<file path="config.mk">
export PLATFORM = sky130hd
export DESIGN_NAME = seven_segment_scan_ctrl
export DESIGN_NICKNAME = d
export VERILOG_FILES = /design/src/rtl/seg_scan_pkg.sv /design/src/rtl/seg_hex_decoder.sv /design/src/rtl/seven_segment_scan_ctrl.sv
export SDC_FILE = /design/constraint.sdc
export NUM_CORES = 1
export LEC_CHECK = 0
export CAP_MARGIN = 0
export CORE_ASPECT_RATIO = 2
export CORE_UTILIZATION = 55
export CTS_BUF_LIST = sky130_fd_sc_hd__clkbuf_4 sky130_fd_sc_hd__clkbuf_8 sky130_fd_sc_hd__clkbuf_16
export CTS_CLUSTER_SIZE = 24
export DETAILED_ROUTE_END_ITERATION = 8
export GPL_ROUTABILITY_DRIVEN = 0
export PLACE_DENSITY = 0.79
export SLEW_MARGIN = 0
export SYNTH_ARGS = -nofsm -noshare
export SYNTH_HDL_FRONTEND = slang
export SYNTH_HIERARCHICAL = 1
export SYNTH_SLANG_ARGS = --single-unit
</file>
<file path="constraint.sdc">
create_clock -name clk -period 6.08 [get_ports clk]
set_clock_uncertainty 0.2 [all_clocks]
set_input_delay 0.912 -clock clk [delete_from_list [all_inputs] [get_ports clk]]
set_output_delay 0.912 -clock clk [all_outputs]
set_load 0.03 [all_outputs]
</file>
<file path="src/rtl/seg_scan_pkg.sv">
// seg_scan_pkg: shared constants for the seven-segment scan controller
//   SEG_OFF      all segments dark (active-low pattern)
//   SEG_A..SEG_G segment bit positions in the a..g vector
//   SEG_TABLE    active-high a..g pattern for each hex nibble
//   load_state_t load port FSM states
package seg_scan_pkg;
    localparam logic [6:0] SEG_OFF = 7'h7F;
    localparam int SEG_A = 0;
    localparam int SEG_B = 1;
    localparam int SEG_C = 2;
    localparam int SEG_D = 3;
    localparam int SEG_E = 4;
    localparam int SEG_F = 5;
    localparam int SEG_G = 6;
    localparam logic [6:0] SEG_TABLE [16] = '{
        7'h3F, 7'h06, 7'h5B, 7'h4F, 7'h66, 7'h6D, 7'h7D, 7'h07,
        7'h7F, 7'h6F, 7'h77, 7'h7C, 7'h39, 7'h5E, 7'h79, 7'h71
    };
    typedef enum logic {EMPTY, PENDING} load_state_t;
endpackage

</file>
<file path="src/rtl/seg_hex_decoder.sv">
// seg_hex_decoder: combinational hex nibble to active-high a..g segment pattern
//   nibble  in  4  hex value
//   seg     out 7  segments a..g on bits 0..6, active-high
module seg_hex_decoder
    import seg_scan_pkg::*;
(
    input  logic [3:0] nibble,
    output logic [6:0] seg
);
    assign seg = SEG_TABLE[nibble];
endmodule

</file>
<file path="src/rtl/seven_segment_scan_ctrl.sv">
// seven_segment_scan_ctrl: tear-free multiplexed driver for common-anode hex digits
//   clk, rst_n        clock, asynchronous active-low reset
//   load_valid/ready  host load handshake; load_data nibble 0 = rightmost, load_dp active-high
//   blank             turns every anode off without stopping the scan
//   an_n, seg_n, dp_n active-low display pins, registered
//   frame_tick        one-cycle pulse after each scan wrap
//   Macro LEADING_ZERO_BLANK_EN: suppress leading zero digits (digit 0 always shown)
module seven_segment_scan_ctrl
    import seg_scan_pkg::*;
#(
    parameter int NUM_DIGITS  = 4,
    parameter int REFRESH_DIV = 100000,
    parameter int DIV_W       = 17
) (
    input  logic                    clk,
    input  logic                    rst_n,
    input  logic                    load_valid,
    output logic                    load_ready,
    input  logic [4*NUM_DIGITS-1:0] load_data,
    input  logic [NUM_DIGITS-1:0]   load_dp,
    input  logic                    blank,
    output logic [NUM_DIGITS-1:0]   an_n,
    output logic [6:0]              seg_n,
    output logic                    dp_n,
    output logic                    frame_tick
);
    localparam int IDX_W = $clog2(NUM_DIGITS);

    logic [DIV_W-1:0]        div_cnt;
    logic [IDX_W-1:0]        digit_idx;
    logic [4*NUM_DIGITS-1:0] disp_data, pend_data;
    logic [NUM_DIGITS-1:0]   disp_dp, pend_dp, supp;
    load_state_t             state, state_nxt;
    logic                    tick, wrap, an_off;
    logic [6:0]              seg_on;

    assign tick       = div_cnt == DIV_W'(REFRESH_DIV - 1);
    assign wrap       = tick && digit_idx == IDX_W'(NUM_DIGITS - 1);
    assign load_ready = state == EMPTY;

    always_ff @(posedge clk or negedge rst_n) begin
        if (!rst_n) begin
            div_cnt   <= '0;
            digit_idx <= '0;
        end else begin
            div_cnt <= tick ? '0 : div_cnt + 1'b1;
            if (tick) digit_idx <= wrap ? '0 : digit_idx + 1'b1;
        end
    end

    always_comb begin
        state_nxt = state;
        state_nxt = (state == EMPTY) ? (load_valid ? PENDING : EMPTY) : (wrap ? EMPTY : PENDING);
    end

    always_ff @(posedge clk or negedge rst_n) begin
        if (!rst_n) begin
            state     <= EMPTY;
            pend_data <= '0;
            pend_dp   <= '0;
            disp_data <= '0;
            disp_dp   <= '0;
        end else begin
            state <= state_nxt;
            if (load_ready && load_valid) begin
                pend_data <= load_data;
                pend_dp   <= load_dp;
            end
            // commit only at frame wrap so a frame never mixes old and new digits
            if (state == PENDING && wrap) begin
                disp_data <= pend_data;
                disp_dp   <= pend_dp;
            end
        end
    end

`ifdef LEADING_ZERO_BLANK_EN
    // a digit is blank when it and every higher nibble are zero
    always_comb begin
        supp = '0;
        for (int i = 1; i < NUM_DIGITS; i++) supp[i] = (disp_data >> (4 * i)) == '0;
    end
`else
    assign supp = '0;
`endif

    // first cycle of each slot is dark to stop ghosting between digits
    assign an_off = blank || div_cnt == '0 || supp[digit_idx];

    seg_hex_decoder u_dec (
        .nibble (disp_data[4*digit_idx +: 4]),
        .seg    (seg_on)
    );

    always_ff @(posedge clk or negedge rst_n) begin
        if (!rst_n) begin
            an_n       <= '1;
            seg_n      <= SEG_OFF;
            dp_n       <= 1'b1;
            frame_tick <= 1'b0;
        end else begin
            an_n       <= an_off ? '1 : ~(NUM_DIGITS'(1) << digit_idx);
            seg_n      <= an_off ? SEG_OFF : ~seg_on;
            dp_n       <= an_off || !disp_dp[digit_idx];
            frame_tick <= wrap;
        end
    end
endmodule

</file>
Word-level counts from Yosys, hierarchy flattened
Memories as Yosys holds them, arrays and structs flattened.
Cells that the tools add are included.

storage, ports and cells
  ROM bits = 112
  memories = 1
  output and inout port bits = 14
  logic and storage cells = 45
  input bits = 24
  register bits = 73

operators by class
  add/subtract/negate cells = 2
  shift operators = 2
  reduce and logical (&&, ||, !) cells = 8
  equal/unequal tests = 2
  order comparisons = 2
  multiplexer cells = 13
  bitwise operators = 4

memories
  name              words  width  rd ports  clocked after Yosys merged registers in  write ports  RTL line               RTL
  (name not given)  16     7      1         0                                        0            seg_hex_decoder.sv:10  assign seg = SEG_TABLE[nibble];

operators with widths
  operator                 count
  $mux W7                  3
  $add A17 B1 Y17 const B  1
  $eq A17 B17 Y1 const B   1
  $logic_not A17 Y1        1
  $mux W17                 1
  $shiftx A16 B5 Y4        1
  $not A7 Y7               1
  $ge A5 B5 Y1 const B     1
  $mux W1                  5
  $not A4 Y5               1
  $bmux W1 S2              2
  $mux W4                  1
  $not A4 Y4               1
  $shl A1 B2 Y4 const A    1
  $logic_and A1 B1 Y1      3
  $logic_or A1 B1 Y1       3
  $lt A2 B3 Y1 const B     1
  $add A2 B1 Y2 const B    1
  $eq A2 B2 Y1 const B     1
  $mux W2                  1
  $logic_not A1 Y1         1
  $not A1 Y1               1

Depth between registers and ports, before layout
  word-level depth = 7
  depth in mapped cells = 7
  mapped depth without buffers = 6

By module
The synthesis kept the hierarchy.

modules (own cells, without submodules)
  module                   sequential area each (µm²)  times used  area an instance (µm²)  cells each
  seven_segment_scan_ctrl  1,841.8                     1           3,129.3                 220
  seg_hex_decoder          0.0                         1           287.8                   33

Worst setup path before layout
No wires, ideal clock.

  path kind = flip-flop to flip-flop
  start = register digit_idx[0]
  end = register seg_n[3]
  setup slack = 3,600 ps
  cell stages (with the launch flop) = 8
  buffers on the path = 1
  library setup time = 63 ps
  data required time = 5,817 ps
  data arrival time = 2,217 ps
  clock period less this slack = 2,480 ps
  cells stage by stage = dfrtp_1 -> clkbuf_1 -> mux4_2 -> inv_1 -> ha_1 -> inv_1 -> mux4_1 -> nand2_1

between the ends
  longest elaborated chain between the ends = 7
  elaborated cells on any way between the ends = 10
  those cells by class = shift (1); mux (5); bitwise (2); reduce/logical (1); memory (1)

ends and longest elaborated chain
  item                                        RTL line                        RTL
  from (decl)                                 seven_segment_scan_ctrl.sv:30   logic [IDX_W-1:0] digit_idx;
  from (signal assigned)                      seven_segment_scan_ctrl.sv:47   if (tick) digit_idx <= wrap ? '0 : digit_idx + 1'b1;
  $shiftx A16 B5 Y4                           seven_segment_scan_ctrl.sv:91   .nibble (disp_data[4*digit_idx +: 4]),
  $not A4 Y5 (implied by the code)            seg_hex_decoder.sv:10
  $mem_v2 Z16 W7                              n/a
  $mux W7 (implied by the code) (2 in a row)  seg_hex_decoder.sv:10
  net seg_on[3]                               seven_segment_scan_ctrl.sv:35   logic [6:0] seg_on;
  $not A7 Y7                                  seven_segment_scan_ctrl.sv:103  seg_n <= an_off ? SEG_OFF : ~seg_on;
  $mux W7                                     seven_segment_scan_ctrl.sv:103
  to (signal assigned)                        seven_segment_scan_ctrl.sv:103
  to (decl)                                   seven_segment_scan_ctrl.sv:23   output logic [6:0] seg_n,

The timed path passes the listed nets, and every way through them passes these cells. The select of a mux whose other input is x is not followed.
A chain may end at the register's enable or synchronous reset.

Final worst setup path
  start = register div_cnt[0]
  end = register disp_data[14]

between the ends
  longest elaborated chain between the ends = 3

ends and longest elaborated chain
  item                    RTL line                       RTL
  from (decl)             seven_segment_scan_ctrl.sv:29  logic [DIV_W-1:0] div_cnt;
  from (signal assigned)  seven_segment_scan_ctrl.sv:46  div_cnt <= tick ? '0 : div_cnt + 1'b1;
  $eq A17 B17 Y1          seven_segment_scan_ctrl.sv:37  assign tick = div_cnt == DIV_W'(REFRESH_DIV - 1);
  $logic_and A1 B1 Y1     seven_segment_scan_ctrl.sv:38  assign wrap = tick && digit_idx == IDX_W'(NUM_DIGITS - 1);
  $logic_and A1 B1 Y1     seven_segment_scan_ctrl.sv:70  if (state == PENDING && wrap) begin
  to (signal assigned)    seven_segment_scan_ctrl.sv:71  disp_data <= pend_data;
  to (decl)               seven_segment_scan_ctrl.sv:31  logic [4*NUM_DIGITS-1:0] disp_data, pend_data;

Every way passes these cells.

==> results.cfg <==
[outcome]
status = finished, violations left
violations = design-rule violations

[timing]
setup_viol = 0
period_share_pct = 49.63
slew_viol_final = 0
setup-tns-final_ns = 0
period_minus_slack_ns = 3.017
fmax_mhz = 331.4
worst_slew_pin_slew_ns = 0.9134
rsz0062_at_grt = no
max-slew-margin-rel_pct = 38.96
hold_viol_final = 0

[yosys]
synthFlopType = dfrtp_1
synth.avg_cell_area_sq_um = 13.51
yosysWarnings = 6
ys_seq_area_share_pct = 53.90
synth_top_cell_by_area = dfrtp_1
synthCells = 253
synth_edf_count = 0
synth_area_sq_um = 3417
ys_ff_latch = 73
postSynth.asyncResetShare_pct = 100.0
synth_area_leaders = dfrtp_1 (45%), dfstp_2 (9.2%), mux2_4 (8.3%)
synth_nets = 290
yosys.area.top_type_share_pct = 44.67
synth_cell_types = 41

[final_layout]
synthToLayoutAreaGrowth_pct = 20.25
layout_commonest_cell = dfrtp_1
fin_nets = 329
mostFrequentLayoutCells = dfrtp_1 (61), clkdlybuf4s50_1 (36), mux2_2 (25)
drive_gt1_share_pct = 29.05
antenna_cells = 0

[cts]
cts_buffer_depth = 2
post_cts_buffers = 0
root_buffer = clkbuf_16
clk_latency_ns = 0.33
h-tree-depth = 3
cts.sinks = 73
ctsHoldBuffers = 0
cts_resized = 0
clkSlewWorstSetupHoldPaths_ns = 0.06
cts_made_buffers = 9
cts_tree = yes

[power]
report.power.total_uw = 1096
p_leak_uw = 0.001852
vdd.ir_drop.worst_mv = 0.2264
cellPowerDensity_nw_per_um2 = 266.8

[global_routing]
grt_overflow = 0
grt_pass1_vias = 2113
grtUsageMet1_pct = 23.58
top_usage_layer = met2
grt_use_met2_pct = 34.81
grt_pass1_wl_um = 10050
grt_usage_pct = 20.85
grt_antenna_before_repair = 0
met3_usage_pct = 6.122
grt_start_max_net_pins = 74

[worst_setup_path]
worst_ep_arrival_time_ns = 3.02
r2r_start = div_cnt[0]
ff2ff_path_depth = 5
end_kind = register
rrSetupSlack_ns = 3.06
start_kind = register
crit_fanout = 21
regToRegEndpoint = disp_data[14]
critical_path_class = register to register
required_ns = 6.09

[worst_hold_path]
whs_path_depth = 1
worstHoldPathType = register to register
worstHoldStart = pend_data[5]
whs_endpoint = disp_data[5]

[floorplan]
die_h_um = 113.5
die_area_sq_um = 6551
rows = 40
io_pins = 38
die_x_um = 57.74
core-area_sq_um = 6006
initial_core_util_pct = 56.90

[detailed_routing]
drtIter0Drc = 87
vias = 2031
route.detailed.drc = 3
drt_wl_total_um = 5857
drt-vias-per-instance = 5.657
first_pass_iters = 6
routedWlPerCell_um = 16.31
ant_nets = 0

[flow_run]
cap_violations = 0

[placement]
hpwl_um = 4089
io_buffers = 37
==> report_power, final <==
group	total, uW	leakage [uW]	internal (uW)	switching [uW]
combinational	52.1	0.000780	30.3	21.9
clock	527	0.000152	340	186
sequential	518	0.000920	508	9.71
total	1100	0.00185	879	218
==> sequential cells by signal, summed over array words and instances (netlist names) <==
| name | count |
|---|---|
| frame_tick | 1 |
| disp_data | 16 |
| digit_idx | 2 |
| pend_data | 16 |
| state | 1 |
| pend_dp | 4 |
| disp_dp | 4 |
| seg_n | 7 |
| div_cnt | 17 |
| dp_n | 1 |
| an_n | 4 |
==> cell families (layout without fill, tap and decap cells) <==
family,after synthesis,count (layout),synth area share [%]
AOI/OAI and AO/OA,9,9,1.794
xor gates and xnor gates,15,15,3.845
buffers and inverters,22,65,3.185
muxes,52,52,21.24
adders and majority gates,13,13,4.760
DFF,73,73,53.90
and+or+nand+nor,69,69,11.28
==> worst max path at each step <==
| stage | from | to | slack, ns | depth (start not counted) |
|---|---|---|---|---|
| 2_1_floorplan | digit_idx[0] | seg_n[3] | 3.60 | 7 |
| 3_3_place_gp | div_cnt[0] | disp_dp[2] | 3.20 | 5 |
| 3_5_place_dp | div_cnt[0] | disp_data[6] | 3.07 | 5 |
| 4_1_cts | div_cnt[0] | disp_data[7] | 3.04 | 5 |
| 5_1_grt | div_cnt[0] | disp_data[14] | 2.88 | 5 |
| 6_report | div_cnt[0] | disp_data[14] | 3.06 | 5 |
==> metrics by stage <==
| stage | hold WS (ns) | util (%) | worst slack [ns] | area (sq um) | cells |
|---|---|---|---|---|---|
| 4_1_cts | 0.2951 | 68.42 | 3.042 | 4109 | 359 |
| 3_3_place_gp | 0.2853 | 63.42 | 3.199 | 3809 | 344 |
| 2_1_floorplan | 0.2649 | - | 3.600 | 3417 | 253 |
| 6_report | 0.2921 | 68.42 | 3.063 | 4109 | 359 |
| 3_5_place_dp | 0.2898 | 63.42 | 3.074 | 3809 | 344 |
| 5_1_grt | 0.3064 | 68.42 | 2.877 | 4109 | 359 |
==> worst max-delay path, stage by stage (launching register included) <==
cell and delay (ns):
dfrtp_1 0.45, ha_1 0.33, nand3_1 0.18, nor4_2 0.39
nand4_2 0.77, mux2_4 0.57
==> Yosys cell counts (2+ instances only) <==
master and n:
dfrtp_1 61, mux2_2 25, mux2_4 19, nand2_1 19, ha_1 13, dfstp_2 12
inv_1 11, nor2_1 10, xnor2_1 10, nand3_1 8, nor3_1 8, mux4_2 5
nand4_1 5, xor2_1 5, a21oi_1 4, clkbuf_1 4, buf_2 3, buf_6 3
nor2b_1 3, nor4_1 3, mux2i_1 2
==> final cells by class <==
class,count,area (sq um)
clock inverters,3,40.04
flip-flops and latches,73,1842
clock buffers,12,260.3
inverters,11,41.29
multi-input cells,158,1466
fillers,424,1897
repair buffers,39,380.4
well taps,63,78.83
==> routing by layer <==
layer | vias to the layer above | wire length (um)
met4 | 0 | 207
met3 | 17 | 191
met2 | 43 | 3149
met5 | - | 0
met1 | 1008 | 2308
li1 | 963 | -
No activity file was read; power rests on OpenSTA's default activity.
